==> config.mk <==
export PLATFORM = sky130hd
export DESIGN_NAME = pin_entry_ctrl_flat
export DESIGN_NICKNAME = d
export VERILOG_FILES = /design/src/rtl/pin_entry_ctrl_if.sv /design/src/rtl/pin_entry_ctrl.sv /design/src/flat_wrapper.sv
export SDC_FILE = /design/constraint.sdc
export NUM_CORES = 1
export LEC_CHECK = 0
export ABC_AREA = 1
export CAP_MARGIN = 20
export CORE_MARGIN = 1.5
export CORE_UTILIZATION = 25
export CTS_CLUSTER_SIZE = 20
export DETAILED_ROUTE_END_ITERATION = 7
export DONT_BUFFER_PORTS = 1
export RECOVER_POWER = 25
export SLEW_MARGIN = 0
export SYNTH_ARGS = -nofsm -noshare
export SYNTH_HDL_FRONTEND = slang
export SYNTH_SLANG_ARGS = --single-unit
==> constraint.sdc <==
create_clock -name iCLK_50 -period 2.4 [get_ports iCLK_50]
set_input_delay 0.36 -clock iCLK_50 [delete_from_list [all_inputs] [get_ports iCLK_50]]
set_output_delay 0.36 -clock iCLK_50 [all_outputs]
set_load 0.03 [all_outputs]
==> src/rtl/pin_entry_ctrl_if.sv <==
// Key-event input and lock/echo output bundle for the PIN-entry controller.
// The key source drives the master side; the controller is the slave.
interface pin_entry_ctrl_if;
  logic       iKEY_VALID;
  logic [3:0] iKEY_CODE;
  logic       oUNLOCK;
  logic       oERR;
  logic       oALARM;
  logic       oPROG_DONE;
  logic [3:0] oDIGIT_CNT;
  logic       oECHO_VALID;
  logic [7:0] oECHO_CHAR;
  logic       oECHO_CLR;

  modport master (
    output iKEY_VALID, iKEY_CODE,
    input  oUNLOCK, oERR, oALARM, oPROG_DONE, oDIGIT_CNT,
           oECHO_VALID, oECHO_CHAR, oECHO_CLR
  );

  modport slave (
    input  iKEY_VALID, iKEY_CODE,
    output oUNLOCK, oERR, oALARM, oPROG_DONE, oDIGIT_CNT,
           oECHO_VALID, oECHO_CHAR, oECHO_CLR
  );
endinterface

==> src/rtl/pin_entry_ctrl.sv <==
// Keypad PIN-entry controller: collects digits, checks against the stored PIN and
// sequences unlock, error, lockout and PIN reprogramming with cycle timers.
//   state   | meaning
//   IDLE    | waiting for the first digit
//   ENTRY   | collecting digits of a PIN attempt
//   CHECK   | one-cycle compare against the stored PIN
//   OPEN    | lock released; '*' enters reprogramming
//   PROG    | collecting a new PIN
//   FAIL    | wrong-PIN indication
//   LOCKOUT | too many failures, keys ignored
module pin_entry_ctrl #(
  parameter int                     PIN_LEN     = 4,
  parameter logic [4*PIN_LEN-1:0]   DEFAULT_PIN = 16'h1234,
  parameter int unsigned            TIMEOUT_CYC = 150000000,
  parameter int unsigned            UNLOCK_CYC  = 150000000,
  parameter int unsigned            ERR_CYC     = 50000000,
  parameter int unsigned            LOCK_CYC    = 500000000,
  parameter int                     MAX_FAIL    = 3
) (
  input  logic          iCLK_50,
  input  logic          iRST,
  pin_entry_ctrl_if.slave bus
);

  localparam int          BUF_W       = 4 * PIN_LEN;
  localparam logic [3:0]  LEN         = 4'(PIN_LEN);
  localparam logic [3:0]  FAIL_MAX    = 4'(MAX_FAIL);
  localparam logic [31:0] TMO_LAST    = TIMEOUT_CYC - 1;
  localparam logic [31:0] UNLOCK_LAST = UNLOCK_CYC - 1;
  localparam logic [31:0] ERR_LAST    = ERR_CYC - 1;
  localparam logic [31:0] LOCK_LAST   = LOCK_CYC - 1;

  typedef enum logic [2:0] {
    S_IDLE, S_ENTRY, S_CHECK, S_OPEN, S_PROG, S_FAIL, S_LOCKOUT
  } state_t;

  state_t             r_state, w_state_nxt;
  logic [BUF_W-1:0]   r_buf, w_buf_nxt, r_pin, w_pin_nxt, w_buf_shift;
  logic [3:0]         r_cnt, w_cnt_nxt, r_fail, w_fail_nxt, w_fail_inc;
  logic [31:0]        r_timer, w_timer_nxt;
  logic               r_unlock, r_err, r_alarm, r_prog_done, r_echo_valid, r_echo_clr;
  logic [7:0]         r_echo_char, w_echo_char;
  logic               w_prog_done, w_echo_valid, w_echo_clr;
  logic [3:0]         w_code;
  logic               w_is_digit, w_is_enter, w_is_clr, w_tmo, w_match;

  assign w_code      = bus.iKEY_CODE;
  assign w_is_digit  = bus.iKEY_VALID && (w_code <= 4'd9);
  assign w_is_enter  = bus.iKEY_VALID && (w_code == 4'hA);
  assign w_is_clr    = bus.iKEY_VALID && (w_code == 4'hB);
  assign w_tmo       = (r_timer == TMO_LAST);
  assign w_buf_shift = (r_buf << 4) | BUF_W'(w_code);
  assign w_match     = (r_cnt == LEN) && (r_buf == r_pin);
  assign w_fail_inc  = r_fail + 4'd1;

  always_comb begin
    w_state_nxt  = r_state;
    w_buf_nxt    = r_buf;
    w_cnt_nxt    = r_cnt;
    w_fail_nxt   = r_fail;
    w_pin_nxt    = r_pin;
    w_timer_nxt  = r_timer + 32'd1;
    w_echo_valid = 1'b0;
    w_echo_char  = 8'h00;
    w_echo_clr   = 1'b0;
    w_prog_done  = 1'b0;
    case (r_state)
      S_IDLE: begin
        w_timer_nxt = '0;
        if (w_is_digit) begin
          w_buf_nxt    = BUF_W'(w_code);
          w_cnt_nxt    = 4'd1;
          w_echo_valid = 1'b1;
          w_echo_char  = 8'h2A;
          w_state_nxt  = S_ENTRY;
        end
      end
      S_ENTRY, S_PROG: begin
        // A key arriving on the expiry cycle wins over the timeout.
        if (w_is_digit) begin
          w_timer_nxt = '0;
          if (r_cnt < LEN) begin
            w_buf_nxt    = w_buf_shift;
            w_cnt_nxt    = r_cnt + 4'd1;
            w_echo_valid = 1'b1;
            w_echo_char  = (r_state == S_PROG) ? (8'h30 + {4'h0, w_code}) : 8'h2A;
          end
        end else if (w_is_clr) begin
          w_timer_nxt = '0;
          w_buf_nxt   = '0;
          w_cnt_nxt   = '0;
          w_echo_clr  = 1'b1;
          if (r_state == S_ENTRY) w_state_nxt = S_IDLE;
        end else if (w_is_enter) begin
          w_timer_nxt = '0;
          if (r_state == S_ENTRY) begin
            w_state_nxt = S_CHECK;
          end else begin
            if (r_cnt == LEN) begin
              w_pin_nxt   = r_buf;
              w_prog_done = 1'b1;
            end
            w_buf_nxt   = '0;
            w_cnt_nxt   = '0;
            w_state_nxt = S_IDLE;
          end
        end else if (w_tmo) begin
          w_buf_nxt   = '0;
          w_cnt_nxt   = '0;
          w_echo_clr  = 1'b1;
          w_state_nxt = S_IDLE;
        end
      end
      S_CHECK: begin
        w_buf_nxt = '0;
        w_cnt_nxt = '0;
        if (w_match) begin
          w_fail_nxt  = '0;
          w_state_nxt = S_OPEN;
        end else begin
          w_fail_nxt  = w_fail_inc;
          w_state_nxt = (w_fail_inc == FAIL_MAX) ? S_LOCKOUT : S_FAIL;
        end
      end
      S_OPEN: begin
        if (w_is_clr) w_state_nxt = S_PROG;
        else if (r_timer == UNLOCK_LAST) w_state_nxt = S_IDLE;
      end
      S_FAIL: begin
        if (r_timer == ERR_LAST) w_state_nxt = S_IDLE;
      end
      S_LOCKOUT: begin
        if (r_timer == LOCK_LAST) begin
          w_fail_nxt  = '0;
          w_state_nxt = S_IDLE;
        end
      end
      default: w_state_nxt = S_IDLE;
    endcase
    if (w_state_nxt != r_state) w_timer_nxt = '0;
  end

  // Level outputs are registered decodes of the next state so they rise with it.
  always_ff @(posedge iCLK_50 or posedge iRST) begin
    if (iRST) begin
      r_state      <= S_IDLE;
      r_buf        <= '0;
      r_cnt        <= '0;
      r_fail       <= '0;
      r_timer      <= '0;
      r_pin        <= DEFAULT_PIN;
      r_unlock     <= 1'b0;
      r_err        <= 1'b0;
      r_alarm      <= 1'b0;
      r_prog_done  <= 1'b0;
      r_echo_valid <= 1'b0;
      r_echo_char  <= 8'h00;
      r_echo_clr   <= 1'b0;
    end else begin
      r_state      <= w_state_nxt;
      r_buf        <= w_buf_nxt;
      r_cnt        <= w_cnt_nxt;
      r_fail       <= w_fail_nxt;
      r_timer      <= w_timer_nxt;
      r_pin        <= w_pin_nxt;
      r_unlock     <= (w_state_nxt == S_OPEN);
      r_err        <= (w_state_nxt == S_FAIL);
      r_alarm      <= (w_state_nxt == S_LOCKOUT);
      r_prog_done  <= w_prog_done;
      r_echo_valid <= w_echo_valid;
      r_echo_char  <= w_echo_char;
      r_echo_clr   <= w_echo_clr;
    end
  end

  assign bus.oUNLOCK     = r_unlock;
  assign bus.oERR        = r_err;
  assign bus.oALARM      = r_alarm;
  assign bus.oPROG_DONE  = r_prog_done;
  assign bus.oDIGIT_CNT  = r_cnt;
  assign bus.oECHO_VALID = r_echo_valid;
  assign bus.oECHO_CHAR  = r_echo_char;
  assign bus.oECHO_CLR   = r_echo_clr;

endmodule

==> src/flat_wrapper.sv <==
// flat-port wrapper written by rule: the top's interface ports become plain ports
module pin_entry_ctrl_flat 
#(
  parameter int                     PIN_LEN     = 4,
  parameter logic [4*PIN_LEN-1:0]   DEFAULT_PIN = 16'h1234,
  parameter int unsigned            TIMEOUT_CYC = 150000000,
  parameter int unsigned            UNLOCK_CYC  = 150000000,
  parameter int unsigned            ERR_CYC     = 50000000,
  parameter int unsigned            LOCK_CYC    = 500000000,
  parameter int                     MAX_FAIL    = 3
)
  (iCLK_50, iRST, bus_iKEY_VALID, bus_iKEY_CODE, bus_oUNLOCK, bus_oERR, bus_oALARM, bus_oPROG_DONE, bus_oDIGIT_CNT, bus_oECHO_VALID, bus_oECHO_CHAR, bus_oECHO_CLR);
  pin_entry_ctrl_if bus_i ();
  input  logic iCLK_50;
  input  logic iRST;
  input wire logic [$bits(bus_i.iKEY_VALID)-1:0] bus_iKEY_VALID;
  input wire logic [$bits(bus_i.iKEY_CODE)-1:0] bus_iKEY_CODE;
  output wire logic [$bits(bus_i.oUNLOCK)-1:0] bus_oUNLOCK;
  output wire logic [$bits(bus_i.oERR)-1:0] bus_oERR;
  output wire logic [$bits(bus_i.oALARM)-1:0] bus_oALARM;
  output wire logic [$bits(bus_i.oPROG_DONE)-1:0] bus_oPROG_DONE;
  output wire logic [$bits(bus_i.oDIGIT_CNT)-1:0] bus_oDIGIT_CNT;
  output wire logic [$bits(bus_i.oECHO_VALID)-1:0] bus_oECHO_VALID;
  output wire logic [$bits(bus_i.oECHO_CHAR)-1:0] bus_oECHO_CHAR;
  output wire logic [$bits(bus_i.oECHO_CLR)-1:0] bus_oECHO_CLR;
  assign bus_i.iKEY_VALID = bus_iKEY_VALID;
  assign bus_i.iKEY_CODE = bus_iKEY_CODE;
  assign bus_oUNLOCK = bus_i.oUNLOCK;
  assign bus_oERR = bus_i.oERR;
  assign bus_oALARM = bus_i.oALARM;
  assign bus_oPROG_DONE = bus_i.oPROG_DONE;
  assign bus_oDIGIT_CNT = bus_i.oDIGIT_CNT;
  assign bus_oECHO_VALID = bus_i.oECHO_VALID;
  assign bus_oECHO_CHAR = bus_i.oECHO_CHAR;
  assign bus_oECHO_CLR = bus_i.oECHO_CLR;
  pin_entry_ctrl #(.PIN_LEN(PIN_LEN), .DEFAULT_PIN(DEFAULT_PIN), .TIMEOUT_CYC(TIMEOUT_CYC), .UNLOCK_CYC(UNLOCK_CYC), .ERR_CYC(ERR_CYC), .LOCK_CYC(LOCK_CYC), .MAX_FAIL(MAX_FAIL)) u_core (.iCLK_50(iCLK_50), .iRST(iRST), .bus(bus_i));
endmodule
# Word level (Yosys, flattened, before mapping)
# Index checks and enable logic that the tools add are counted.
word_totals:
  latchBits: 0
  n_memories: 0
  register_bits: 89
  mem_bits_ro: 0
  output_inout_bits: 18
  inputBits: 7
  ramBits: 0
  elab_cells: 114
classes:
  muxes: 57
  div_mod_pow: 0
  n_addsub: 4
  n_lt_le_gt_ge: 2
  eq_ne: 23
  shift: 0
  n_mul: 0
  bitwise_logic: 4
  reduce_logical: 11
ops:
  columns: ["op", "count"]
  rows:
  - ["two-way mux 32 bit", 4]
  - ["two-way mux 16 bit", 7]
  - ["one-hot mux 32 bit (2 select lines)", 1]
  - ["one-hot mux 16 bit (3 select lines)", 1]
  - ["two-way mux 4 bit", 9]
  - ["adder 32 x 1 -> 32 bit, second input constant", 1]
  - ["equality test 32 x 26 -> 1 bit, second input constant", 1]
  - ["equality test 32 x 28 -> 1 bit, second input constant", 1]
  - ["equality test 32 x 29 -> 1 bit, second input constant", 1]
  - ["two-way mux 3 bit", 10]
  - ["two-way mux 8 bit", 3]
  - ["one-hot mux 3 bit (6 select lines)", 1]
  - ["equality test 16 bit", 1]
  - ["OR 16 x 4 -> 16 bit", 1]
  - ["one-hot mux 8 bit (2 select lines)", 1]
  - ["equality test 3 bit, second input constant", 5]
  - ["two-way mux 1 bit", 14]
  - ["one-hot mux 4 bit (3 select lines)", 1]
  - ["equality test 3 x 2 -> 1 bit, second input constant", 3]
  - ["adder 4 x 1 -> 4 bit, second input constant", 2]
  - ["equality test 4 bit, second input constant", 2]
  - ["one-hot mux 4 bit (2 select lines)", 1]
  - ["adder 6 x 4 -> 7 bit, first input constant", 1]
  - ["two-way mux 6 bit", 1]
  - ["other kinds (21)", 28]

# Logic depth before layout (Yosys ltp)
logic_depth:
  depth_word: 8
  ltp_mapped: 15
  depth_no_buf: 14

# Least setup slack after synthesis
# OpenSTA, ideal clock, no wires.
synth_timing:
  kind: "register -> register"
  start: "reg u_core.r_cnt[0], in the netlist u_core.bus.oDIGIT_CNT[0]"
  end: "reg u_core.r_timer[9]"
  synth_period_minus_slack_ns: 2.015
  stages_incl_launch_ff: 14
  slack_ns: 0.385
  required_time_ns: 2.331
  arrival_ns: 1.946
  path_cell_list: "dfrtp_1 -> inv_1 -> ha_1 -> nand2_1 -> nor2_1 -> nand3_1 -> nor2_1 -> nand3_1 -> nand2_1 -> nand2_1 -> a31oi_1 -> nand2_4 -> buf_8 -> nor2_2"
synth_via:
  elab_chain_cells: 6
synth_lines:
  columns: ["item", "line", "source"]
  rows:
  - ["start, declared", "pin_entry_ctrl.sv:39", "logic [3:0] r_cnt, w_cnt_nxt, r_fail, w_fail_nxt, w_fail_inc;"]
  - ["start signal, assigned", "pin_entry_ctrl.sv:162", "r_cnt <= w_cnt_nxt;"]
  - ["equality test 4 x 3 -> 1 bit", "pin_entry_ctrl.sv:53", "assign w_match = (r_cnt == LEN) && (r_buf == r_pin);"]
  - ["logical AND 1 bit", "pin_entry_ctrl.sv:53", null]
  - ["two-way mux 3 bit", "pin_entry_ctrl.sv:117", "if (w_match) begin"]
  - ["one-hot mux 3 bit (6 select lines)", "pin_entry_ctrl.sv:67", "case (r_state)"]
  - ["inequality test 3 bit", "pin_entry_ctrl.sv:140", "if (w_state_nxt != r_state) w_timer_nxt = '0;"]
  - ["two-way mux 32 bit", "pin_entry_ctrl.sv:140", null]
  - ["net u_core.w_timer_nxt[9]", "pin_entry_ctrl.sv:40", "logic [31:0] r_timer, w_timer_nxt;"]
  - ["end signal, assigned", "pin_entry_ctrl.sv:164", "r_timer <= w_timer_nxt;"]
  - ["end, declared", "pin_entry_ctrl.sv:40", null]
# The timed path passes the listed nets, and every way through them passes these cells.
# A chain may end at the register's enable or synchronous reset.

# Worst setup path in the final report
layout_timing:
  start: "reg u_core.r_timer[0]"
  end: "reg u_core.r_timer[31]"
layout_via:
  elab_chain_cells: 8
  word_cells_on_any_way: 18
  cone_classes: "1 x add/sub; 4 x eq/ne; 13 x mux"
layout_lines:
  columns: ["item", "line", "source"]
  rows:
  - ["equality test 32 x 28 -> 1 bit", "pin_entry_ctrl.sv:51, pin_entry_ctrl.sv:127", null]
  - ["two-way mux 3 bit", "pin_entry_ctrl.sv:107, pin_entry_ctrl.sv:127", null]
  - ["two-way mux 3 bit", "pin_entry_ctrl.sv:94", "end else if (w_is_enter) begin"]
  - ["two-way mux 3 bit", "pin_entry_ctrl.sv:88", "end else if (w_is_clr) begin"]
  - ["two-way mux 3 bit", "pin_entry_ctrl.sv:80", "if (w_is_digit) begin"]
  - ["one-hot mux 3 bit (6 select lines) (*)", "pin_entry_ctrl.sv:67", null]
  - ["net u_core.w_state_nxt[0]", "pin_entry_ctrl.sv:37", "state_t r_state, w_state_nxt;"]
  - ["inequality test 3 bit (*)", "pin_entry_ctrl.sv:140", null]
  - ["two-way mux 32 bit (*)", "pin_entry_ctrl.sv:140", null]
  - ["net u_core.w_timer_nxt[31]", "pin_entry_ctrl.sv:40", null]
# Mark *: on every way through the listed nets, which the timed path passes. The rest lies on a longest branch.

==> metrics.txt <==
vias per cell=4.47; CTS tree=yes; crit path from=u_core.r_timer[0]; Max Cap Viol=0; worst-margin pin slew=0.949 ns; Final Wtd Congestion=0.908; WHS Path Cells=2; Max Root-Sink Buffers=2; PortBufs=0; relative slew slack=36.4%; min-delay src=bus_iKEY_CODE[3]; largest net degree at the start of global routing=47; Die ar.=20100 µm²; Critical Path Sink Type=register; crit-path most repeated cell=nand2_1; share of the synthesized area in the top cell type=42.2%; top cells by area, synth=dfrtp_1 42%, nand2_1 11%, inv_1 7.3%; RSZ-0062 raised after global routing=yes; Site Rows=50; worst reg2reg path endpoint=u_core.r_timer[31]; skew final=0.00750 ns; fraction of final layout cells sized beyond drive strength 1=11.7%; drt initial violations=232; CP Launch Type=register; crit path cell chain=ha_1 > nand2_2 > nor2_4 > nand3_4 > nor2_4 > nand3_1 > nand2_1 > nand2_1 > nor2_2 > nand3_2 > nand2_1 > nand2_2 > nand2_4 > clkbuf_16 > nor2_1; EDFF count, synth=0; WP data required=2.63 ns; Sink Count=86; Inserted Diodes=0; non-filler instance count after layout=890; Area Overhead vs Synth=13.6%; initial antenna violation count=0; status=finished clean; I/O pin count=25; CP Class=reg2reg; Critical Path AT=2.43 ns; yosys warns=0; class of the worst hold path=in2reg; Mapped Area=4810 µm²; CTS H-tree depth=3; reg2reg start=u_core.r_timer[0]; post-synthesis register bit count=86; via count=3976; Async S/R FF share, synth=100%; final hold vios=0; dpl hpwl=7860 µm; top cell type by total area after synthesis=dfrtp_1; dpl ws=0.211 ns; Final setup viols=0; Post-Syn Instances=638; Final Core Density=29.1%; reg2reg path depth=15; Post-synth top cells=136 x nand2_1, 94 x inv_1, 86 x nor2_1; clock-pin slew on the worst setup and hold paths=0.07 ns; nets=663; Max Clock Freq=0.454 GHz; First-pass DRT Iterations=5; detailed-route wire length=11000 µm; Slew Limit Fails=0; PD cells=957 nW/µm²; crit path max fanout=16; Residual DRC=0; CTS buffer count=9; most frequent cell after synthesis=nand2_1; P_leak=2.48 nW; worst reg2reg setup slack=0.20 ns; Worst Hold Endpoint=u_core.bus.oECHO_CHAR[3]; Critical Path Max Stage Delay=0.38 ns; global-route wire length before repair=18900 µm; wire per inst=12.3 µm; GRT Overall Usage=11.6%; Post-synth top flop=dfrtp_1; PnR worst setup slack=0.197 ns; Final Cycle Share=91.8%; register area share after synthesis=44.9%; Die Width=142 µm; VDD IR max=0.628 mV; slowest CP cell=dfrtp_1; post-synthesis cell type count=42; Core Region=18800 µm²; placed insts=872; die height=142 µm; Final ANT Viol Nets=0; number of global-route vias before repair=3965; Initial Util=25.6%; total gr overflow=0; Worst-Skew Late Latency=0.34 ns; post-layout minimum cycle time=2.20 ns; Root Driver=clkbuf_16; Total Power=5.22 mW; syn_area_per_cell=7.53 µm²
-- final cells by class --
cell class                      instances  area (µm²)
Clock buffer                            9         225
Clock inverter                          7        77.6
Fill cell                            2051       13300
Sequential cell                        86        2160
Timing Repair Buffer                   17         173
Multi-Input combinational cell        439        2160
Inverter                               98         372
Tap cell                              234         293
-- registers in the layout, summed over array words and instances, names as in the netlist, 3 cells and up --
signal / flops
u_core.r_pin: 16
u_core.r_timer: 32
u_core.r_buf: 16
u_core.r_fail: 4
u_core.r_state: 3
u_core.bus.oDIGIT_CNT: 4
u_core.bus.oECHO_CHAR: 5
-- power by group --
part / leakage [nW] / internal [mW] / switching, mW
clock: 0.147 / 0.820 / 0.614
combinational: 1.17 / 0.648 / 1.30
sequential: 1.17 / 1.61 / 0.225
total: 2.48 / 3.08 / 2.14
-- critical path, delay by kind of cell, from the launching register on --
kind | cells | cell delay, ns
adder cells (fa/ha/maj) | 1 | 0.22
buffers and inverters | 1 | 0.20
flip-flops | 1 | 0.38
AND/OR/NAND/NOR | 13 | 1.29
-- timing repair --
item,in CTS,in global routing
hold endpoints to repair,17,0
hold buffers,1,0
endpoints found under the setup margin,0,11
gates resized for setup,0,1
buffers inserted,0,0
-- placed cells by master (no fill, tap or decap), drive strengths merged --
master / instances
nand2: 139
dfstp: 5
nor2: 101
dfrtp: 81
a2111oi: 1
o21ai: 58
nand3b: 3
clkinvlp: 2
conb: 2
nand3: 60
clkbuf: 11
or2: 7
ha: 5
a21oi: 11
o211ai: 2
xor2: 6
a22o: 1
nand4: 16
o31ai: 1
inv: 101
and3: 1
buf: 14
bufinv: 1
nor3: 12
clkinv: 1
dlygate4sd3: 1
a21o: 1
a31oi: 4
xnor2: 4
nor4: 4
-- routing by layer --
| metal | global-route usage (%) | wire length (µm) | vias up |
|---|---|---|---|
| met1 | 15.6 | 5310 | 1835 |
| met4 | 3.31 | 106 | 0 |
| met3 | 2.23 | 450 | 10 |
| met5 | 0 | 0 | - |
| met2 | 19.0 | 5090 | 72 |
| li1 | - | - | 2059 |
-- worst max path at each step --
stage | slack [ns] | endpoint | cells after the start
final | 0.20 | u_core.r_timer[31] | 15
after global routing | -0.0002 | u_core.r_buf[12] | 14
after CTS | 0.19 | u_core.r_timer[24] | 15
after detailed placement | 0.21 | u_core.r_timer[24] | 15
after global placement | 0.27 | u_core.r_timer[15] | 15
after floorplan | 0.39 | u_core.r_timer[9] | 13
-- metrics by stage --
step	setup TNS [ns]	instance area, µm²	hold slack [ns]
finish	0	5460	0.176
global route	-0.000194	5460	0.172
CTS	0	5450	0.174
detailed placement	0	5130	0.295
global placement	0	5130	0.294
floorplan	0	4810	0.467
-- kinds of logic after synthesis --
group,Yosys count,synth area share (%)
and+or+nand+nor,343,32.6
buffers and inverters,114,10.2
DFF,86,44.9
AOI/OAI and AO/OA,79,9.06
xor gates and xnor gates,10,1.82
adders and majority gates,5,1.30
other,1,0.0780
(Power assumes the default switching activity.)
